`config.mk`:
```
export PLATFORM = sky130hd
export DESIGN_NAME = act_lut_fetcher
export DESIGN_NICKNAME = d
export VERILOG_FILES = /design/src/rtl/act_lut_fetcher.sv
export SDC_FILE = /design/constraint.sdc
export NUM_CORES = 1
export LEC_CHECK = 0
export ABC_CLOCK_PERIOD_IN_PS = 2200
export BUFFER_PORTS_ARGS = -buffer_cell sky130_fd_sc_hd__buf_2
export CAP_MARGIN = 10
export CORE_AREA = 2 2 55 57
export CTS_CLUSTER_DIAMETER = 50
export CTS_CLUSTER_SIZE = 24
export DETAILED_ROUTE_END_ITERATION = 10
export DIE_AREA = 0 0 57 59
export PLACE_DENSITY = 0.87
export REMOVE_ABC_BUFFERS = 1
export SLEW_MARGIN = 20
export SYNTH_ARGS = -nofsm -noshare
export SYNTH_HDL_FRONTEND = slang
export SYNTH_SLANG_ARGS = --single-unit
```
`constraint.sdc`:
```
create_clock -name clk -period 2.2 [get_ports clk]
set_clock_uncertainty 0.2 [all_clocks]
set_input_delay 0.11 -clock clk [delete_from_list [all_inputs] [get_ports clk]]
set_output_delay 0.11 -clock clk [all_outputs]
set_load 0.03 [all_outputs]
```
`src/rtl/act_lut_fetcher.sv`:
```
// Activation LUT fetcher: splits a signed Q4.4 input into a table index and fraction, reads
// entries [index] and [index+1] from a synchronous ROM. Optional reuse cache: ACT_LUT_REUSE_EN.
module act_lut_fetcher #(
    parameter int unsigned DATA_W = 8,
    parameter int unsigned FRAC_W = 4,
    parameter int unsigned ADDR_W = 4
) (
    input  logic              clk,
    input  logic              rst,
    input  logic [DATA_W-1:0] x_in,
    input  logic              in_valid,
    output logic              in_ready,
    output logic              rom_en,
    output logic [ADDR_W-1:0] rom_addr,
    input  logic [DATA_W-1:0] rom_data,
    input  logic              tbl_flush,
    output logic [DATA_W-1:0] base,
    output logic [DATA_W-1:0] next_data,
    output logic [DATA_W-1:0] remaining,
    output logic              out_valid,
    input  logic              out_ready
);

    typedef enum logic [2:0] {StIdle, StRdBase, StRdNext, StCapNext, StOut} state_e;

    state_e            state_q, state_d;
    logic [ADDR_W-1:0] addr_q, addr_d;
    logic [ADDR_W-1:0] rom_addr_q, rom_addr_d;
    logic [DATA_W-1:0] base_q, base_d;
    logic [DATA_W-1:0] next_q, next_d;
    logic [DATA_W-1:0] rem_q, rem_d;
    logic [ADDR_W-1:0] in_addr, next_addr;
    logic [DATA_W-1:0] in_rem;
    logic              hit;

    // Offset-binary index: inverting the sign bit maps -8..+7 onto 0..15.
    assign in_addr   = {~x_in[DATA_W-1], x_in[DATA_W-2:FRAC_W]};
    assign in_rem    = {{(DATA_W-FRAC_W){1'b0}}, x_in[FRAC_W-1:0]};
    assign next_addr = (addr_q == {ADDR_W{1'b1}}) ? addr_q : addr_q + ADDR_W'(1);

`ifdef ACT_LUT_REUSE_EN
    logic reuse_q, reuse_d;

    assign hit = reuse_q && (in_addr == addr_q);

    always_comb begin
        reuse_d = reuse_q;
        if (state_q == StCapNext) reuse_d = 1'b1;
        if (tbl_flush)            reuse_d = 1'b0;
    end

    always_ff @(posedge clk) begin
        if (rst) reuse_q <= 1'b0;
        else     reuse_q <= reuse_d;
    end
`else
    logic unused_flush;

    assign hit          = 1'b0;
    assign unused_flush = tbl_flush;
`endif

    always_comb begin
        state_d    = state_q;
        addr_d     = addr_q;
        rom_addr_d = rom_addr_q;
        base_d     = base_q;
        next_d     = next_q;
        rem_d      = rem_q;
        in_ready   = 1'b0;
        out_valid  = 1'b0;
        rom_en     = 1'b0;
        unique case (state_q)
            StIdle: begin
                in_ready = 1'b1;
                if (in_valid) begin
                    addr_d = in_addr;
                    rem_d  = in_rem;
                    if (hit) begin
                        state_d = StOut;
                    end else begin
                        rom_addr_d = in_addr;
                        state_d    = StRdBase;
                    end
                end
            end
            StRdBase: begin
                rom_en     = 1'b1;
                rom_addr_d = next_addr;
                state_d    = StRdNext;
            end
            StRdNext: begin
                rom_en  = 1'b1;
                base_d  = rom_data;
                state_d = StCapNext;
            end
            StCapNext: begin
                next_d  = rom_data;
                state_d = StOut;
            end
            StOut: begin
                out_valid = 1'b1;
                if (out_ready) state_d = StIdle;
            end
            default: state_d = StIdle;
        endcase
    end

    always_ff @(posedge clk) begin
        if (rst) begin
            state_q    <= StIdle;
            addr_q     <= '0;
            rom_addr_q <= '0;
            base_q     <= '0;
            next_q     <= '0;
            rem_q      <= '0;
        end else begin
            state_q    <= state_d;
            addr_q     <= addr_d;
            rom_addr_q <= rom_addr_d;
            base_q     <= base_d;
            next_q     <= next_d;
            rem_q      <= rem_d;
        end
    end

    assign rom_addr  = rom_addr_q;
    assign base      = base_q;
    assign next_data = next_q;
    assign remaining = rem_q;

endmodule
```
==> results_dict.tcl <==
set metrics [dict create \
    status "finished clean" \
    timing.final.crit_share 0.967 \
    globalplace.congestion 0.849 \
    io_pins 52 \
    hold-worst-slack_ns 0.295 \
    setup_repair_after_global_routing_missed_its_margin "no" \
    grt_usage 0.227 \
    setup_viol 0 \
    vdd.ir_drop.worst_v 0.000699 \
    final.min_clock_period_ns 2.13 \
    maxSlewViolCount 0 \
    layout_commonest_cell "buf_2" \
    dieHeight_um 59 \
    initial_utilization 0.506 \
    grt_pass1_vias 1312 \
    post-dp-hpwl_mm 2.14 \
    clk_latency_ns 0.34 \
    synth_ff_type "dfxtp_1" \
    power_density_mw_per_mm2 764 \
    tritoncts "yes" \
    number_of_search_and_repair_iterations_in_the_first_detailed_routing_pass 4 \
    rows 19 \
    die_w_um 57 \
    netlist_instances 134 \
    ff2ff_setup_slack_ns 0.07 \
    routed_wirelength_mm 3.53 \
    async_flop_share 0 \
    final_net_count 228 \
    cellLeakagePower_nw 0.949 \
    path_cells "nor4b_2 -> buf_4 -> mux2i_1 -> nor2_1 -> dlygate4sd3_1" \
    yosysWarnings 0 \
    crit_fanout 11 \
    grt_overflow_total 0 \
    totalNegativeSetupSlack_ns 0 \
    port_buffers 46 \
    setup_ws_ns 0.0731 \
    post-route-util 0.709 \
    area_delta_synth_final_pct 40.0 \
    dieArea_mm2 0.00336 \
    area_taken_by_multi_input_logic_gates_um2 656 \
    pre_cts_slack_ns 0.586 \
    tritoncts.num_buffers 5 \
    post_synth_num_cell_types 34 \
    ys_seq_elements 31 \
    slowest_delay_ns 0.58 \
    critPathKind "reg2reg" \
    grt_start_max_net_pins 18 \
    maxCapViolations 0 \
    drive_above_1_share 0.338 \
    mappedNetlistArea_mm2 0.00137 \
    total_power_mw 1.47 \
    cp-start-kind "flip-flop" \
    worst_ep_arrival_ns 2.16 \
    worst_path_max_delay_cell "dlygate4sd3_1" \
    antenna_found_initial 0 \
    path_class_of_the_lowest_slack_min_delay_path "reg2reg" \
    synth_edf_count 0 \
    postCtsSetupRepairBufs 0 \
    ys_seq_area_frac 0.452 \
    worst_hold_path.num_cells 2 \
    finalHoldViolCount 0 \
    clock_transition_at_the_register_clock_pins_on_the_worst_setup_and_hold_paths_after_cts_ns 0.10 \
    worst-path-stages 5 \
    area_contributors_post_synth "dfxtp_1 45%, mux2i_1 17%, nor2_1 6.8%" \
    yosys.area.top_type "dfxtp_1" \
    drt_first_iter_violations 15 \
    synth_top_area_frac 0.452 \
    ff_latch_area_um2 622 \
    filler_cell_count 195 \
    detail_route.wl_per_cell_um 14.8 \
    core_region_area_mm2 0.00271 \
    cts.htree.levels 2 \
    vias 1263 \
    critical_path.n_buffers_inverters 2 \
    endpoint_kind "flip-flop" \
    post_drt_via_cell_ratio 5.31 \
    clock_path_buffers 2 \
    antenna_cells 0 \
    clock_sink_count 31 \
    wire_length_of_the_first_global_routing_pass_mm 5.73 \
    syn-mean-instance-area_um2 10.2 \
    drt_drc_violations_left 0 \
    required_ns 2.23 \
    cts_root_buf "clkbuf_4" \
    worst_r2r_path_depth 5 \
    layout_common_cells "46 x buf_2, 30 x dfxtp_1, 25 x nor2_1" \
    critPathTopFamily "buffers and inverters" \
    final_antenna_net_count 0 \
    fmax_mhz 470 \
]
[per-layer routing]
metal,global-route usage,vias up,share of wire
met2,0.399,45,0.50
met5,0,-,0
met3,0.0808,10,0.066
li1,-,608,-
met1,0.242,600,0.40
met4,0.113,0,0.029
[power by group]
part | switching [mW] | internal [mW] | leakage, nW | total [mW]
sequential | 0.0424 | 0.604 | 0.254 | 0.647
clock | 0.195 | 0.268 | 0.0482 | 0.464
combinational | 0.204 | 0.155 | 0.647 | 0.359
[synth_stat cells (2+ instances only)]
cell      instances
a31oi_1           2
buf_4             7
nor3_1            2
and4_1            3
o211ai_1          2
a311oi_2          2
nand2b_1          2
mux2i_1          23
buf_2             2
nor3b_2           3
nor2_1           25
dfxtp_1          31
nand2_1           2
nand3b_1          2
buf_6             3
a21oi_1           5
[flip-flops by register name, summed over array words and instances (netlist names)]
name,count
base,8
next_data,8
addr_q,4
remaining,4
rom_addr,4
state_q,3
[kinds of logic (layout without fill, tap and decap cells)]
group / after synthesis / count (layout) / synth area share
and+or+nand+nor: 46 / 46 / 0.191
DFF: 31 / 31 / 0.452
muxes: 23 / 23 / 0.168
AOI/OAI and AO/OA: 16 / 16 / 0.0921
buffers and inverters: 15 / 85 / 0.0784
adders and majority gates: 1 / 1 / 0.00911
other: 1 / 4 / 0.00273
xor gates and xnor gates: 1 / 1 / 0.00638
[stage by stage]
stage	instances	area, µm²
2_1_floorplan	123	1280
3_3_place_gp	206	1590
5_1_grt	238	1920
4_1_cts	238	1920
6_report	238	1920
3_5_place_dp	206	1590
[path summary, 6_finish.rpt]
path	start	to
worst min register to register	rom_addr[1]$_SDFFE_PP0P_	rom_addr[1]$_SDFFE_PP0P_
worst max-delay path	state_q[2]$_SDFFE_PP0P_	remaining[2]$_SDFFE_PP0P_
worst max register to register	state_q[2]$_SDFFE_PP0P_	remaining[2]$_SDFFE_PP0P_
worst min-delay path	rom_addr[1]$_SDFFE_PP0P_	rom_addr[1]$_SDFFE_PP0P_
[what timing repair did]
action                                  in CTS  in global routing
hold buffers                                24                  0
hold endpoints to repair                    29                  0
endpoints found under the setup margin       0                  1
gates resized for setup                      0                  1
[worst reg2reg max path: cells and delay by family, from the launching register on]
kind          cells  cell delay (ns)
buf+inv           2             0.81
simple gates      2             0.36
flops             1             0.43
mux               1             0.22
[final cells by class]
cell class	instances	share of cell area
Multi-Input combinational cell	91	0.341
Inverter	1	0.00195
Timing Repair Buffer	76	0.268
Clock inverter	2	0.0182
Clock buffer	6	0.0267
Tap cell	31	0.0202
Sequential cell	31	0.324
Power figures use the tool's default switching activity.
